**config.mk**
```make
export PLATFORM = sky130hd
export DESIGN_NAME = lcd_write_arbiter
export DESIGN_NICKNAME = d
export VERILOG_FILES = /design/src/rtl/lcd_pkg.sv /design/src/rtl/lcd_rr_arbiter.sv /design/src/rtl/lcd_write_arbiter.sv
export SDC_FILE = /design/constraint.sdc
export NUM_CORES = 1
export LEC_CHECK = 0
export CORE_AREA = 2 2 96 98
export CTS_BUF_LIST = sky130_fd_sc_hd__clkbuf_8
export CTS_CLUSTER_DIAMETER = 100
export CTS_CLUSTER_SIZE = 16
export DETAILED_ROUTE_END_ITERATION = 10
export DIE_AREA = 0 0 98 100
export SLEW_MARGIN = 20
export SYNTH_ARGS = -nofsm -noshare
export SYNTH_HDL_FRONTEND = slang
export SYNTH_SLANG_ARGS = --single-unit
export TNS_END_PERCENT = 30
```
**constraint.sdc**
```tcl
create_clock -name CLOCK_50MHZ -period 3.4 [get_ports CLOCK_50MHZ]
set_input_delay 0.68 -clock CLOCK_50MHZ [delete_from_list [all_inputs] [get_ports CLOCK_50MHZ]]
set_output_delay 0.68 -clock CLOCK_50MHZ [all_outputs]
set_load 0.005 [all_outputs]
```
**src/rtl/lcd_pkg.sv**
```systemverilog
// Shared types and constants for the character-LCD write arbiter.
// Holds the controller state encoding, HD44780 command bytes and init ROM contents.
package lcd_pkg;

    typedef enum logic [2:0] {
        S_POWER_WAIT,
        S_SETUP,
        S_PULSE,
        S_SETTLE,
        S_IDLE
    } state_t;

    localparam logic [7:0] FUNCTION_SET       = 8'h38;
    localparam logic [7:0] ENTRY_MODE         = 8'h06;
    localparam logic [7:0] DISPLAY_CONTROL    = 8'h0C;
    localparam logic [7:0] DISPLAY_CLEAR      = 8'h01;
    localparam logic [7:0] SET_DD_RAM_ADDRESS = 8'h80;

    localparam int unsigned INIT_LEN = 7;
    localparam int unsigned IDX_W    = 3;

    function automatic logic [7:0] init_byte(input logic [IDX_W-1:0] idx);
        logic [7:0] b;
        b = FUNCTION_SET;
        case (idx)
            3'd4:    b = ENTRY_MODE;
            3'd5:    b = DISPLAY_CONTROL;
            3'd6:    b = DISPLAY_CLEAR;
            default: b = FUNCTION_SET;
        endcase
        return b;
    endfunction

    // Clear (0x01) and return-home (0x02/0x03) need the long execution time.
    function automatic logic is_long_cmd(input logic rs, input logic [7:0] data);
        return !rs && (data[7:2] == 6'b0) && (data != 8'h00);
    endfunction

endpackage

```
**src/rtl/lcd_rr_arbiter.sv**
```systemverilog
// Two-way round-robin grant; only grants while enabled, remembers the last winner.
// last_grant resets to 1 so requester 0 wins the first contested round.
module lcd_rr_arbiter (
    input  logic clk,
    input  logic rst_n,
    input  logic enable,
    input  logic valid0,
    input  logic valid1,
    output logic grant0,
    output logic grant1
);

    logic last_grant;

    always_comb begin
        grant0 = 1'b0;
        grant1 = 1'b0;
        if (enable) begin
            if (valid0 && valid1) begin
                grant0 = last_grant;
                grant1 = !last_grant;
            end else begin
                grant0 = valid0;
                grant1 = valid1;
            end
        end
    end

    always_ff @(posedge clk or negedge rst_n) begin
        if (!rst_n) begin
            last_grant <= 1'b1;
        end else if (grant0) begin
            last_grant <= 1'b0;
        end else if (grant1) begin
            last_grant <= 1'b1;
        end
    end

endmodule

```
**src/rtl/lcd_write_arbiter.sv**
```systemverilog
// Owns the HD44780 bus: power-on init sequence, then round-robin byte writes
// from two requesters, each as a full RS/DB setup, E pulse and settle cycle.
module lcd_write_arbiter
    import lcd_pkg::*;
#(
    parameter int unsigned CNT_W            = 20,
    parameter int unsigned FPGA_CONFIG_WAIT = 750000,
    parameter int unsigned INIT_WAIT_1      = 205000,
    parameter int unsigned INIT_WAIT_2      = 5000,
    parameter int unsigned SETUP_WAIT       = 2,
    parameter int unsigned ENABLE_WAIT      = 12,
    parameter int unsigned CMD_WAIT         = 2000,
    parameter int unsigned LONG_WAIT        = 82000
) (
    input  logic       CLOCK_50MHZ,
    input  logic       RESET_N,
    input  logic       REQ0_VALID,
    input  logic       REQ0_RS,
    input  logic [7:0] REQ0_DATA,
    output logic       REQ0_READY,
    input  logic       REQ1_VALID,
    input  logic       REQ1_RS,
    input  logic [7:0] REQ1_DATA,
    output logic       REQ1_READY,
    output logic [7:0] LCD_DATA_BIT,
    output logic       LCD_ENABLE,
    output logic       LCD_REGISTER_SELECT,
    output logic       LCD_READ_WRITE,
    output logic       INIT_DONE,
    output logic       BUSY
);

    state_t             state;
    state_t             state_next;
    logic [CNT_W-1:0]   cnt;
    logic [CNT_W-1:0]   stage_wait;
    logic [CNT_W-1:0]   settle_wait;
    logic [CNT_W-1:0]   init_wait;
    logic [CNT_W-1:0]   req_wait;
    logic [IDX_W-1:0]   init_idx;
    logic [7:0]         db;
    logic               rs;
    logic               init_done;
    logic               grant0;
    logic               grant1;
    logic               wait_done;
    logic               load_init;
    logic               load_req;
    logic               finish_init;
    logic               sel_rs;
    logic [7:0]         sel_data;

    lcd_rr_arbiter u_arb (
        .clk    (CLOCK_50MHZ),
        .rst_n  (RESET_N),
        .enable (state == S_IDLE),
        .valid0 (REQ0_VALID),
        .valid1 (REQ1_VALID),
        .grant0 (grant0),
        .grant1 (grant1)
    );

    // init_idx always names the next ROM entry to load, so its settle wait is looked up here.
    always_comb begin
        init_wait = CNT_W'(CMD_WAIT);
        case (init_idx)
            3'd0:    init_wait = CNT_W'(INIT_WAIT_1);
            3'd1:    init_wait = CNT_W'(INIT_WAIT_2);
            3'd6:    init_wait = CNT_W'(LONG_WAIT);
            default: init_wait = CNT_W'(CMD_WAIT);
        endcase
    end

    always_comb begin
        sel_rs   = grant0 ? REQ0_RS   : REQ1_RS;
        sel_data = grant0 ? REQ0_DATA : REQ1_DATA;
        req_wait = is_long_cmd(sel_rs, sel_data) ? CNT_W'(LONG_WAIT) : CNT_W'(CMD_WAIT);
    end

    always_comb begin
        stage_wait = '0;
        case (state)
            S_POWER_WAIT: stage_wait = CNT_W'(FPGA_CONFIG_WAIT);
            S_SETUP:      stage_wait = CNT_W'(SETUP_WAIT);
            S_PULSE:      stage_wait = CNT_W'(ENABLE_WAIT);
            S_SETTLE:     stage_wait = settle_wait;
            default:      stage_wait = '0;
        endcase
        wait_done = (cnt == stage_wait - CNT_W'(1));
    end

    always_comb begin
        state_next  = state;
        load_init   = 1'b0;
        load_req    = 1'b0;
        finish_init = 1'b0;
        case (state)
            S_POWER_WAIT: begin
                if (wait_done) begin
                    state_next = S_SETUP;
                    load_init  = 1'b1;
                end
            end
            S_SETUP: begin
                if (wait_done) state_next = S_PULSE;
            end
            S_PULSE: begin
                if (wait_done) state_next = S_SETTLE;
            end
            S_SETTLE: begin
                if (wait_done) begin
                    if (!init_done && (init_idx != IDX_W'(INIT_LEN))) begin
                        state_next = S_SETUP;
                        load_init  = 1'b1;
                    end else begin
                        state_next  = S_IDLE;
                        finish_init = !init_done;
                    end
                end
            end
            S_IDLE: begin
                if (grant0 || grant1) begin
                    state_next = S_SETUP;
                    load_req   = 1'b1;
                end
            end
            default: state_next = S_POWER_WAIT;
        endcase
    end

    always_ff @(posedge CLOCK_50MHZ or negedge RESET_N) begin
        if (!RESET_N) begin
            state <= S_POWER_WAIT;
        end else begin
            state <= state_next;
        end
    end

    always_ff @(posedge CLOCK_50MHZ or negedge RESET_N) begin
        if (!RESET_N) begin
            cnt <= '0;
        end else if (state_next != state) begin
            cnt <= '0;
        end else if (state != S_IDLE) begin
            cnt <= cnt + CNT_W'(1);
        end
    end

    always_ff @(posedge CLOCK_50MHZ or negedge RESET_N) begin
        if (!RESET_N) begin
            db          <= '0;
            rs          <= 1'b0;
            settle_wait <= '0;
            init_idx    <= '0;
            init_done   <= 1'b0;
        end else begin
            if (load_init) begin
                db          <= init_byte(init_idx);
                rs          <= 1'b0;
                settle_wait <= init_wait;
                init_idx    <= init_idx + IDX_W'(1);
            end else if (load_req) begin
                db          <= sel_data;
                rs          <= sel_rs;
                settle_wait <= req_wait;
            end
            if (finish_init) init_done <= 1'b1;
        end
    end

    assign LCD_DATA_BIT        = db;
    assign LCD_ENABLE          = (state == S_PULSE);
    assign LCD_REGISTER_SELECT = rs;
    assign LCD_READ_WRITE      = 1'b0;
    assign INIT_DONE           = init_done;
    assign BUSY                = (state != S_IDLE);
    assign REQ0_READY          = grant0;
    assign REQ1_READY          = grant1;

endmodule
```
[Word level (Yosys, flattened, before mapping)]
Index checks and enable logic that the tools add are counted.
Storage, ports and cells
  register bits: 57
  input port bits: 22
  output and inout port bits: 15
  logic and storage cells: 74
Operators by class
  $add $sub $neg: 3
  equal/unequal tests: 12
  multiplexer cells: 36
  reduce and logical (&&, ||, !) cells: 15
Operators by type and width (count)
  $mux W20: 4
  $pmux W20 S4: 1
  $pmux W18 S3: 1
  $mux W8: 3
  $add A20 B1 Y20 const B: 1
  $eq A20 B20 Y1: 1
  $sub A20 B1 Y20 const B: 1
  $mux W3: 6
  $pmux W6 S3: 1
  $mux W1: 17
  $mux W17: 1
  $pmux W3 S5: 1
  $eq A3 B3 Y1 const B: 4
  $reduce_bool A8 Y1: 1
  $eq A3 B1 Y1 const B: 2
  $eq A3 B2 Y1 const B: 2
  $logic_not A3 Y1: 2
  $logic_not A6 Y1: 1
  $ne A3 B3 Y1 const B: 2
  $reduce_bool A2 Y1: 3
  $logic_and A1 B1 Y1: 4
  $add A3 B1 Y3 const B: 1
  $logic_not A1 Y1: 3
  $ne A3 B3 Y1: 1
  2 further kinds: 2

[Logic depth before layout (Yosys ltp)]
Gate-level depths: netlist (run 1).
  depth after elaboration: 10
  depth in mapped cells: 16
  depth with buffers taken out: 12

[Cells and area by module]
A second synthesis (run 1) with hierarchy kept.
Second synthesis, totals
  cells, all modules: 418
  area total of the unflattened synthesis: 3548.4 um^2
By module, submodules not included
  lcd_write_arbiter: times used 1, cells each 410, area an instance 3485.8 um^2, sequential area each 1151.1 um^2
  lcd_rr_arbiter: times used 1, cells each 8, area an instance 62.6 um^2, sequential area each 26.3 um^2

[Least setup slack after synthesis (run 1)]
No wires, ideal clock.
  path kind: register -> register
  start: register state[1]
  end: register init_idx[1]
  library setup time: 0.125 ns
  data arrival time: 3.232 ns
  data required time: 3.275 ns
  slack: 0.042 ns
  stages on the path, launching flop included: 16
  buffers on the path: 4
  path through: dfrtp_1 > buf_2 > buf_2 > nand2b_1 > nor2_1 > inv_1 > ha_1 > clkbuf_1 > nand4_1 > a211oi_4 > nand3_1 > a2111oi_1 > and2_1 > nand3_2 > buf_6 > mux2_4
On the way
  longest elaborated chain between the ends: 6
  elaborated cells between the ends (all ways): 10
  classes of those cells: 1 x add/sub; 4 x eq/ne; 4 x mux; 1 x reduce/logical
RTL lines
  start, declared: RTL line lcd_write_arbiter.sv:33  | state_t state;
  start signal, assigned: RTL line lcd_write_arbiter.sv:135  | state <= state_next;
  $eq A3 B2 Y1 *
  net LCD_ENABLE: RTL line lcd_write_arbiter.sv:26  | output logic LCD_ENABLE,
  $pmux W20 S4 *: RTL line lcd_write_arbiter.sv:82  | case (state)
  $sub A20 B1 Y20 *: RTL line lcd_write_arbiter.sv:89  | wait_done = (cnt == stage_wait - CNT_W'(1));
  $eq A20 B20 Y1 *: RTL line lcd_write_arbiter.sv:89
  $mux W1 (on tied branches): RTL line lcd_write_arbiter.sv:111, lcd_write_arbiter.sv:99
  $pmux W1 S2 *: RTL line lcd_write_arbiter.sv:97  | case (state)
  end signal, assigned: RTL line lcd_write_arbiter.sv:161  | init_idx <= init_idx + IDX_W'(1);
  end, declared: RTL line lcd_write_arbiter.sv:40  | logic [IDX_W-1:0] init_idx;
Mark *: on every way through the listed nets, which the timed path passes. The rest lies on a longest branch.
A chain may end at the register's enable or synchronous reset.

[Final worst setup path (run 1)]
  start: register settle_wait[3]
  end: register cnt[7]
On the way
  longest elaborated chain between the ends: 7
  elaborated cells between the ends (all ways): 11
  classes of those cells: 1 x add/sub; 2 x eq/ne; 7 x mux; 1 x reduce/logical
RTL lines
  start, declared: RTL line lcd_write_arbiter.sv:37  | logic [CNT_W-1:0] settle_wait;
  start signal, assigned: RTL line lcd_write_arbiter.sv:160  | settle_wait <= init_wait;
  start signal, assigned: RTL line lcd_write_arbiter.sv:165  | settle_wait <= req_wait;
  $pmux W20 S4 *: RTL line lcd_write_arbiter.sv:82
  $sub A20 B1 Y20 *: RTL line lcd_write_arbiter.sv:89
  $eq A20 B20 Y1 *: RTL line lcd_write_arbiter.sv:89
  $mux W3 (on tied branches)
  $pmux W3 S5 *: RTL line lcd_write_arbiter.sv:97
  $ne A3 B3 Y1 *: RTL line lcd_write_arbiter.sv:142  | end else if (state_next != state) begin
  $mux W20 / $reduce_bool A2 Y1 (equally long branches)
  end signal, assigned: RTL line lcd_write_arbiter.sv:145  | cnt <= cnt + CNT_W'(1);
  end, declared: RTL line lcd_write_arbiter.sv:35  | logic [CNT_W-1:0] cnt;
Every way passes the cells marked *; elsewhere a longest branch is shown, timed or not.

==> results of run 1 <==
==> layout make-up <==
cell class,instances,area share [%]
Clock buffer,5,1.69
Multi-Input combinational cell,313,51.6
Clock inverter,3,0.923
Sequential cell,47,28.9
Tap cell,111,3.41
Inverter,13,1.20
Timing Repair Buffer,53,12.2
==> where the power goes <==
group	internal (mW)	total (mW)	switching, mW
clock network	0.215	0.415	0.201
logic	0.0224	0.0413	0.0189
registers	0.559	0.559	0
==> repair_timing <==
| item | in CTS | in global routing |
|---|---|---|
| setup endpoints to repair | 0 | 9 |
| gates resized for setup | 0 | 2 |
| hold buffers | 0 | 0 |
==> cell usage after synthesis (all sizes together) (8+ instances only) <==
| master | n |
|---|---|
| a21oi | 37 |
| nand3 | 19 |
| and3 | 11 |
| xnor2 | 18 |
| buf | 11 |
| mux2i | 23 |
| dfrtp | 46 |
| o21ai | 15 |
| inv | 13 |
| clkbuf | 10 |
| a211oi | 8 |
| nand2 | 38 |
| nor2 | 31 |
| xor2 | 22 |
==> through the flow <==
stage	utilization, %	worst slack (ns)
floorplan	-	0.0424
global placement	44.5	0.260
detailed placement	44.5	0.210
global route	45.8	0.0974
finish	45.8	0.311
CTS	45.7	0.180
==> state kept, by name (all words and copies together) (netlist names) <==
register	count
cnt	20
state	3
LCD_REGISTER_SELECT	1
init_idx	3
INIT_DONE	1
settle_wait	10
u_arb.last_grant	1
LCD_DATA_BIT	8
==> metal layers <==
metal / global-route usage (%) / up-vias / routed length (µm)
li1: - / 1494 / -
met1: 23.6 / 1428 / 4000
met2: 31.2 / 76 / 4200
met3: 4.25 / 9 / 466
met4: 5.02 / 0 / 100
met5: 0 / - / 0
==> path summary, 6_finish.rpt <==
path	startpoint	to	slack, ns
max	settle_wait[3]	cnt[7]	0.31
min reg2reg	INIT_DONE	INIT_DONE	0.52
min in group CLOCK_50MHZ	INIT_DONE	INIT_DONE	0.52
max reg2reg	settle_wait[3]	cnt[7]	0.31
min	RESET_N	cnt[2]	0.38
max in group asynchronous	RESET_N	settle_wait[14]	2.60
==> logic make-up (layout without fill, tap and decap cells) <==
family,after synthesis,count (layout)
mux,28,28
simple gates,148,148
xor+xnor,40,40
fa+ha+maj,7,7
compound gates,89,89
other cells,1,1
buf+inv,34,74
flops,47,47
==> results.txt, run 1 <==
run status: completed
sinks on the clock net: 47
total clock buffers created by CTS: 5
Die H: 100 µm
area fraction in and, or, nand and nor cells after synthesis: 22.4%
Tot Pwr: 1.02 mW
area of the core region: 8890 µm²
asr flop ratio synth: 100%
maximum number of buffers from clock root to sink: 2
number of flops mapped to enable cells by yosys: 0
number of antenna violations at the first check in global routing: 0
H-tree levels: 2
global-route total usage across every layer: 18.4%
critical path arrival: 3.27 ns
Min Clock Period, post-route: 3.09 ns
clk_lat worst skew: 0.31 ns
CTS clk-pin slew, worst paths: 0.10 ns
TritonCTS clock tree: done
number of warnings reported in the yosys synthesis log: 0
data required time at the worst endpoint: 3.58 ns
Worst Hold Margin: 0.383 ns
cell count after placement: 537
flip-flop and latch count after synthesis: 47
DR WL/cell: 16.1 µm
Synthesized Nets: 423
family with the most delay on the worst path: simple AND/OR/NAND/NOR gates
most common cell after layout, fill and taps aside: dfrtp_1
Slowest-stage cell, CP: or4_4
kind of end point of the critical path: flop
number of setup violations in the final report: 0
worst path bufs/invs: 1
top cell type by total area after synthesis: dfrtp_1
remaining design rule violation count: 0
number of max-cap violations: 0
count of vias placed by the detailed router: 3,007
Post-DP Area: 3960 µm²
number of nets in the layout: 462
count of pins on the block boundary: 37
Worst Hold Class: input pin to async pin
clock root buffer: clkbuf_8
count of endpoints failing hold in the final timing report: 0
global-route wire length before repair: 14.6 mm
Syn Area/Cell: 8.71 µm²
crit-path most repeated cell: or4_4
slew of the pin with the lowest slew margin: 0.621 ns
main flop type after synthesis: dfrtp_1
type of the setup path with the least slack: flop to flop
Max transition margin: 58.6%
area of all placed cells without fillers: 4070 µm²
synthesized-area fraction occupied by ao, oa, aoi and oai cells: 17.3%
period utilization: 90.9%
Vias per Instance: 5.52
final routed wirelength across all metal layers: 8.76 mm
final instance count without filler cells: 545
xor and xnor area share after synthesis: 10.2%
adder-cell area share of the yosys netlist: 2.55%
element type at the critical path start: flop
share of the yosys chip area belonging to registers: 34.3%
Multi-input gate area: 2100 µm²
fraction of synthesized area in multiplexers: 8.57%
HPWL reported at the end of detailed placement: 6.50 mm
most used cells in the layout excluding fill and tap cells: 46 x dfrtp_1, 38 x nand2_1, 37 x a21oi_1
setup TNS: 0 ns
top area cells in the synthesized netlist: dfrtp_1 34%, mux2i_1 6.7%, xor2_1 5.6%
P_leak: 1.84 nW
highest fanout seen on the critical path: 20
unrepaired setup endpoints after global routing: no
timing-limited maximum frequency: 324 MHz
distinct cell type count after synthesis: 64
Buffers on Ports: 35
floorplan die width: 98 µm
antenna fix cells: 0
post-route clock skew: 0.0141 ns
layout filler cell count: 890
number of standard cells after synthesis: 394
number of global-route vias before repair: 3,001
number of nets with antenna violations after detailed routing: 0
number of cell instances on the worst register-to-register path: 9
combinational family with the most area after synthesis: simple AND/OR/NAND/NOR gates
Initial Util: 38.6%
maximum single-stage delay on the critical path: 0.60 ns
number of standard-cell rows in the floorplan: 35
total power per unit cell area: 250 nW/µm²
routability congestion estimate from global placement: 0.941
fraction of final layout cells with drive strength greater than 1: 10.4%
fraction of synthesized cell area taken by the top area cell type: 33.6%
maximum number of pins on one net before global-route repair: 48
number of post-CTS setup repair buffers: 0
gr ovfl total: 0
maximum vdd drop: 0.136 mV
cell area after technology mapping: 3430 µm²
cell depth of the worst setup path: 9
die footprint: 9800 µm²
DRC violation total after the first TritonRoute iteration: 199
growth of design area from synthesis to finish: 18.6%
sequence of cells on the critical path: or4_4 > o32a_1 > a211oi_2 > or3_1 > nand2_1 > or4_4 > o21ai_1 > buf_12 > a21oi_1
Storage cell area: 1180 µm²
length of the first detailed-routing pass in iterations: 6
number of slew-limit violations in the final report: 0
Note: power is estimated with default switching activity, not from simulation.
==> inputs of run 2 (changes only) <==
- PLACE_DENSITY: unset -> 0.71
==> run 2 against run 1 <==
Effect of this change: setup slack worse by 0.043 ns; worst hold slack worse by 0.0059 ns; fmax fell by 1.4%; wire length is 0.15% higher; clock power rose by 3%; register-to-register slack worse by 0.04 ns; critical endpoint is now cnt[1]; critical path depth up 5; sequential power is essentially flat; power is 1.2% higher; combinational power is 2% lower; global-route usage down 0.11 points.
==> results.txt, run 2 (synthesized netlist as in run 1, its figures left out) <==
Crit Reg-Reg Endpoint: cnt[1]
TritonCTS clock tree: done
critical path arrival: 3.31 ns
number of cell instances on the worst register-to-register path: 14
global-route total usage across every layer: 18.3%
number of global-route vias before repair: 3,056
final setup slack of the worst path: 0.268 ns
Largest register FFs: 20
Die H: 100 µm
Vias per Instance: 5.73
number of slew-limit violations in the final report: 0
Post-DP Area: 3980 µm²
data required time at the worst endpoint: 3.58 ns
reg2reg setup slack: 0.27 ns
setup TNS: 0 ns
layout filler cell count: 834
Min Clock Period, post-route: 3.13 ns
DRC violation total after the first TritonRoute iteration: 344
maximum number of pins on one net before global-route repair: 48
Worst Hold Class: input pin to async pin
CTS clk-pin slew, worst paths: 0.09 ns
most common cell after layout, fill and taps aside: dfrtp_1
length of the first detailed-routing pass in iterations: 5
gr ovfl total: 0
number of post-CTS setup repair buffers: 0
number of antenna violations at the first check in global routing: 0
Max transition margin: 60.5%
HPWL reported at the end of detailed placement: 6.55 mm
total clock buffers created by CTS: 5
H-tree levels: 2
antenna fix cells: 0
highest fanout seen on the critical path: 20
unrepaired setup endpoints after global routing: no
DR WL/cell: 16.0 µm
dpl ws: 0.224 ns
remaining design rule violation count: 0
area of the core region: 8890 µm²
period utilization: 92.1%
Initial Util: 38.6%
total power per unit cell area: 250 nW/µm²
clk_lat worst skew: 0.31 ns
area of all placed cells without fillers: 4110 µm²
number of standard-cell rows in the floorplan: 35
count of vias placed by the detailed router: 3,151
sinks on the clock net: 47
die footprint: 9800 µm²
final instance count without filler cells: 550
routability congestion estimate from global placement: 0.936
launching instance or port of the critical path: state[2]
number of max-cap violations: 0
Buffers on Ports: 35
clock root buffer: clkbuf_8
final routed wirelength across all metal layers: 8.77 mm
kind of end point of the critical path: flop
element type at the critical path start: flop
most flop-heavy register: cnt
number of nets with antenna violations after detailed routing: 0
count of pins on the block boundary: 37
timing-limited maximum frequency: 319 MHz
sequence of cells on the critical path: nand2b_1 > nor2_1 > inv_1 > ha_1 > buf_4 > xor2_1 > or3_1 > nand3_1 > a2111oi_1 > nand4_1 > or4_4 > o21ai_1 > buf_6 > a21oi_1
post-route clock skew: 0.00936 ns
type of the setup path with the least slack: flop to flop
growth of design area from synthesis to finish: 19.8%
slew of the pin with the lowest slew margin: 0.593 ns
Worst Hold Margin: 0.377 ns
maximum vdd drop: 0.135 mV
maximum number of buffers from clock root to sink: 2
most used cells in the layout excluding fill and tap cells: 46 x dfrtp_1, 38 x nand2_1, 37 x a21oi_1
floorplan die width: 98 µm
Slowest-stage cell, CP: or4_4
global-route wire length before repair: 14.6 mm
fraction of final layout cells with drive strength greater than 1: 11.8%
cell count after placement: 542
run status: completed
post-cts hold buffer count: 0
P_leak: 1.87 nW
count of endpoints failing hold in the final timing report: 0
maximum single-stage delay on the critical path: 0.48 ns
number of nets in the layout: 467
number of setup violations in the final report: 0
reg-to-reg critical path startpoint: state[2]
-- run 2: what timing repair did --
action / 4_1_cts / 5_1_grt
gates resized for setup: 0 / 3
hold endpoints to repair: 0 / 0
setup endpoints to repair: 0 / 24
-- run 2: worst max-delay path: cells and delay by family (launching register included) --
kind | cells | cell delay (ns)
fa+ha+maj | 1 | 0.21
buf+inv | 3 | 0.45
xor+xnor | 1 | 0.17
compound gates | 3 | 0.57
simple gates | 6 | 1.17
flops | 1 | 0.42
-- run 2: layout make-up --
cell class,instances,area (µm²),area share [%]
Sequential cell,47,1180,28.6
Clock buffer,6,82.6,2.01
Timing Repair Buffer,58,524,12.8
Clock inverter,2,35.0,0.852
Multi-Input combinational cell,313,2100,51.2
Tap cell,111,139,3.38
Inverter,13,48.8,1.19
-- run 2: through the flow --
stage                     power [mW]  util, %
after floorplan                0.573        -
after global placement         0.610     44.8
after detailed placement       0.611     44.8
after CTS                       1.04     46.1
after global routing            1.06     46.2
final                           1.03     46.2
-- run 2: worst max path at each step --
stage                  end  slack [ns]
2_1_floorplan  init_idx[1]        0.04
3_3_place_gp       cnt[15]        0.31
3_5_place_dp        cnt[1]        0.22
4_1_cts             cnt[1]        0.19
5_1_grt             cnt[8]        0.02
6_report            cnt[1]        0.27
-- run 2: power breakdown --
group,switching [mW],total [mW],leakage (nW),internal (mW)
clock,0.191,0.429,0.0612,0.238
sequential,0,0.558,0.581,0.558
combinational,0.0181,0.0405,1.23,0.0224
-- run 2: routing by layer --
layer | vias to the layer above | GRT usage, % | share of wire, %
li1 | 1504 | - | -
met1 | 1514 | 24.2 | 46
met2 | 119 | 30.2 | 47
met3 | 14 | 3.13 | 5.3
met4 | 0 | 6.62 | 1.6
met5 | - | 0 | 0
==> inputs of run 3 (changes only) <==
- CORE_AREA: 2 2 96 98 -> 2 2 84 147
- DIE_AREA: 0 0 98 100 -> 0 0 86 149
- GPL_TIMING_DRIVEN: unset -> 0
- PLACE_DENSITY: 0.71 -> 0.59
==> run 3 against run 2 <==
Effect of this change: global-route usage fell by 2.3 points; final area rose by 8.9%; register-to-register slack got worse by 0.22 ns; sequential power barely moved; sequential cell count did not move; sequential share of layout area fell by 2.3 points; setup slack got worse by 0.22 ns; via count rose by 3.0%; critical path type unchanged; critical endpoint is now state[2].
==> results.txt, run 3 (synthesized netlist as in run 1, its figures left out) <==
Slowest-stage cell, CP: or4_4
dpl ws: -0.786 ns
data required time at the worst endpoint: 3.65 ns
number of slew-limit violations in the final report: 0
Max transition margin: 56.2%
run status: completed
clk_lat worst skew: 0.31 ns
count of endpoints failing hold in the final timing report: 0
highest fanout seen on the critical path: 7
Largest register FFs: 20
setup TNS: 0 ns
most common cell after layout, fill and taps aside: dfrtp_1
global-route total usage across every layer: 15.9%
Buffers on Ports: 35
critical path arrival: 3.60 ns
fraction of final layout cells with drive strength greater than 1: 18.0%
number of setup violations in the final report: 0
total power per unit cell area: 235 nW/µm²
reg2reg setup slack: 0.05 ns
clock root buffer: clkbuf_8
gr ovfl total: 0
global-route wire length before repair: 16.2 mm
final instance count without filler cells: 593
Min Clock Period, post-route: 3.35 ns
Die H: 149 µm
period utilization: 98.6%
die footprint: 12,800 µm²
number of max-cap violations: 0
growth of design area from synthesis to finish: 30.5%
DR WL/cell: 17.7 µm
Worst Hold Class: input pin to async pin
slew of the pin with the lowest slew margin: 0.653 ns
TritonCTS clock tree: done
number of global-route vias before repair: 3,225
number of antenna violations at the first check in global routing: 0
timing-limited maximum frequency: 298 MHz
Tot Pwr: 1.05 mW
floorplan die width: 86 µm
most flop-heavy register: cnt
sinks on the clock net: 47
cell count after placement: 567
final setup slack of the worst path: 0.0475 ns
maximum single-stage delay on the critical path: 0.57 ns
H-tree levels: 2
unrepaired setup endpoints after global routing: yes
crit-path most repeated cell: buf_6
final routed wirelength across all metal layers: 10.5 mm
element type at the critical path start: flop
maximum number of buffers from clock root to sink: 2
post-route clock skew: 0.00566 ns
total clock buffers created by CTS: 5
sequence of cells on the critical path: buf_6 > buf_12 > nor3b_4 > inv_2 > ha_4 > buf_6 > a221oi_4 > a311oi_2 > nor4_2 > nand3_1 > or4_4 > or4_1 > nand2_1
HPWL reported at the end of detailed placement: 7.63 mm
routability congestion estimate from global placement: 0.897
antenna fix cells: 0
Initial Util: 29.2%
reg-to-reg critical path startpoint: state[1]
count of vias placed by the detailed router: 3,245
DRC violation total after the first TritonRoute iteration: 176
number of standard-cell rows in the floorplan: 53
number of nets in the layout: 484
maximum vdd drop: 0.190 mV
kind of end point of the critical path: flop
CTS clk-pin slew, worst paths: 0.09 ns
P_leak: 2.00 nW
maximum number of pins on one net before global-route repair: 27
Crit Reg-Reg Endpoint: state[2]
Worst Hold Margin: 0.332 ns
post-cts hold buffer count: 0
count of pins on the block boundary: 37
most used cells in the layout excluding fill and tap cells: 44 x dfrtp_1, 38 x nand2_1, 36 x a21oi_1
length of the first detailed-routing pass in iterations: 5
Vias per Instance: 5.47
area of the core region: 11,700 µm²
number of cell instances on the worst register-to-register path: 13
type of the setup path with the least slack: flop to flop
number of nets with antenna violations after detailed routing: 0
remaining design rule violation count: 0
-- run 3: layout make-up --
cell class	instances	area [µm²]
fill	1138	7260
multi-input combinational	313	2280
sequential	47	1180
timing repair buffer	55	529
tap	137	171
buffer	20	154
clock buffer	6	82.6
inverter	13	48.8
clock inverter	2	35.0
-- run 3: per-stage QoR --
| step | utilization, % | area [µm²] |
|---|---|---|
| 2_1_floorplan | - | 3430 |
| 3_3_place_gp | 33.7 | 3950 |
| 3_5_place_dp | 33.8 | 3970 |
| 4_1_cts | 35.8 | 4210 |
| 5_1_grt | 38.1 | 4480 |
| 6_report | 38.1 | 4480 |
-- run 3: where the power goes --
part | total [mW] | internal, mW | switching, mW
sequential | 0.559 | 0.559 | 0
combinational | 0.0449 | 0.0252 | 0.0197
clock | 0.448 | 0.238 | 0.210
total | 1.05 | 0.822 | 0.230
-- run 3: worst max-delay path by stage --
stage                  start               to  cells after the start
floorplan           state[1]      init_idx[1]                     15
detailed placement  state[1]  settle_wait[16]                     15
CTS                 state[1]  settle_wait[16]                     15
global placement    state[1]  settle_wait[16]                     15
finish              state[1]         state[2]                     13
global route        state[1]         state[2]                     13
-- run 3: per-layer routing --
| metal | track usage (%) | vias up | part of all wire (%) |
|---|---|---|---|
| met4 | 9.60 | 0 | 5.1 |
| met2 | 29.2 | 100 | 55 |
| li1 | - | 1532 | - |
| met5 | 0 | - | 0 |
| met3 | 2.32 | 33 | 3.3 |
| met1 | 16.7 | 1580 | 36 |
-- run 3: worst max-delay path, delay by kind of cell (launching register included) --
kind | cells | cell delay, ns
compound gates | 2 | 0.39
fa+ha+maj | 1 | 0.19
buf+inv | 4 | 0.48
flops | 1 | 0.39
simple gates | 6 | 1.83
-- run 3: what timing repair did --
action	CTS	global route
gates cloned	1	1
pin swaps	4	14
resized for setup	25	35
endpoints found under the setup margin	47	45
buffers inserted	3	14
==> RTL change (flow settings as in run 2) <==
Re-encode `state_t` (5 states) as one-hot, 5 bits wide.
--- a/src/rtl/lcd_pkg.sv
+++ b/src/rtl/lcd_pkg.sv
@@ -2,12 +2,12 @@
 // Holds the controller state encoding, HD44780 command bytes and init ROM contents.
 package lcd_pkg;
 
-    typedef enum logic [2:0] {
-        S_POWER_WAIT,
-        S_SETUP,
-        S_PULSE,
-        S_SETTLE,
-        S_IDLE
+    typedef enum logic [4:0] {
+        S_POWER_WAIT = 5'b00001,
+        S_SETUP      = 5'b00010,
+        S_PULSE      = 5'b00100,
+        S_SETTLE     = 5'b01000,
+        S_IDLE       = 5'b10000
     } state_t;
 
     localparam logic [7:0] FUNCTION_SET       = 8'h38;
Function: same outputs for any inputs over 10 cycles, from zero or initial values and one cycle with RESET_N low; not proved beyond that.
==> RTL change against run 2 <==
- worst setup slack got worse by 160 ps
- critical endpoint is now cnt[13]
- maximum frequency is 5.0% lower
- routed wire length rose by 6.2%
- final area increased by 4.9%
- critical path type unchanged
- sequential cell count grew 2
- power up 1.7%
- area after synthesis rose by 7.3%
==> RTL change: results (changes against run 2) <==
- Status: completed (unchanged)
- Final Skew: 13.7 ps (was 9.36 ps)
- Flop2flop setup slack: 100 ps (was 270 ps)
- Post-synth ARST share: 100% (unchanged)
- Largest net degree at the start of global routing: 50 (was 48)
- Fraction of layout cells with a size suffix above 1: 17.1% (was 11.8%)
- Max reg flops: 20 (unchanged)
- Worst-path fanout max: 16 (was 20)
- Tot GR Track Use: 19.4% (was 18.3%)
- Area contributors post-synth: dfrtp_1 32%, nand2_1 6.0%, xnor2_1 5.2% (was dfrtp_1 34%, mux2i_1 6.7%, xor2_1 5.6%)
- Max VDD drop: 148 uV (was 135 uV)
- Global placement routability congestion: 0.903 (was 0.936)
- WL final: 9320 um (was 8770 um)
- Reg2Reg Depth: 13 (was 14)
- Primary FF master, synth: dfrtp_1 (unchanged)
- Critical Path AT: 3500 ps (was 3310 ps)
- Final Slew Violations: 0 (unchanged)
- Drt first-iter violations: 253 (was 344)
- Post-synth top cells: 59 x nand2_1, 47 x dfrtp_1, 36 x nor2_1, 24 x a21oi_1, 22 x xnor2_1 (was 46 x dfrtp_1, 38 x nand2_1, 37 x a21oi_1, 31 x nor2_1, 23 x mux2i_1)
- P_leak: 1.93 nW (was 1.87 nW)
- Vias per Instance: 5.69 (was 5.73)
- Post-DP HPWL: 6950 um (was 6550 um)
- Worst setup startpoint: state[1] (was state[2])
- Nets: 501 (was 467)
- Sequential-to-total area share from yosys stat: 33.4% (was 34.3%)
- Initial antenna violation count: 0 (unchanged)
- DRT Pass-1 Iters: 5 (unchanged)
- Synthesis warning total: 0 (unchanged)
- Min Hold Slack: 385 ps (was 377 ps)
- Pre-CTS WS: 88.5 ps (was 224 ps)
- CTS Root Cell: clkbuf_8 (unchanged)
- Diode count: 0 (unchanged)
- Post-synthesis cell type count: 77 (was 64)
- Worst R2R End: cnt[13] (was cnt[1])
- Vias in the first global route: 3251 (was 3056)
- First-pass GRT wire length: 15600 um (was 14600 um)
- Synth Net Count: 460 (was 423)
- Worst rel slew slack: 58.5% (was 60.5%)
- Fillers: 850 (was 834)
==> RTL change: changes by cell type after synthesis, moves of 7 or more <==
cell	delta
nand2_1	+21
nor3_1	+7
buf_2	-7
nor2_2	+10
mux2i_1	-13
a21oi_1	-13
xor2_1	-10
==> RTL change: cells by family after synthesis <==
kind of cell	after synthesis	share of synthesized area [%]
simple gates	210	30.5
compound gates	82	15.7
flops	49	33.4
buf+inv	35	6.22
xor+xnor	34	8.09
mux	13	3.64
fa+ha+maj	7	2.38
other cells	1	0.102
==> RTL change: layout make-up <==
type	instances	area share, %
multi-input cells	347	52.5
clock inverters	3	0.986
flip-flops and latches	49	28.5
well taps	111	3.22
repair buffers	57	12.2
inverters	12	1.04
clock buffers	5	1.60
==> RTL change: critical path, stage by stage (launching register included) <==
cell and delay, ps:
dfrtp_2 430, or2b_1 290, nor3_4 190, inv_2 60
ha_1 230, a21boi_2 190, and4_2 260, nor4_1 250
nand2_1 140, a311oi_2 410, and4_4 290, a21boi_4 200
buf_12 180, nor2_1 60
==> RTL change: repair_timing <==
action / in CTS / in global routing
setup endpoints to repair: 0 / 41
hold endpoints to repair: 0 / 0
gates resized for setup: 0 / 12
==> RTL change: worst max-delay path by stage <==
stage	slack [ps]	to	cells past startpoint
3_3_place_gp	200	settle_wait[10]	12
5_1_grt	-30	LCD_DATA_BIT[3]	13
4_1_cts	7	settle_wait[7]	12
6_report	100	cnt[13]	13
3_5_place_dp	90	settle_wait[7]	12
2_1_floorplan	190	cnt[14]	15
==> RTL change: report_power, final <==
part	switching [mW]	internal [mW]	total [mW]
combinational	0.0192	0.0221	0.0414
clock	0.203	0.218	0.421
sequential	0	0.582	0.582
==> RTL change: routing by layer <==
metal	wire length, um	GRT usage, %	up-vias
met1	4150	26.4	1563
met4	106	4.59	0
met3	676	3.55	14
met5	0	0	-
li1	-	-	1621
met2	4390	32.3	125
==> RTL change: through the flow <==
| stage | power, mW | std cells | util (%) | instance area, um^2 |
|---|---|---|---|---|
| after global routing | 1.08 | 584 | 48.5 | 4310 |
| final | 1.05 | 584 | 48.5 | 4310 |
| after floorplan | 0.597 | 431 | - | 3680 |
| after detailed placement | 0.636 | 576 | 46.8 | 4160 |
| after global placement | 0.636 | 576 | 46.8 | 4160 |
| after CTS | 1.05 | 584 | 48.0 | 4270 |
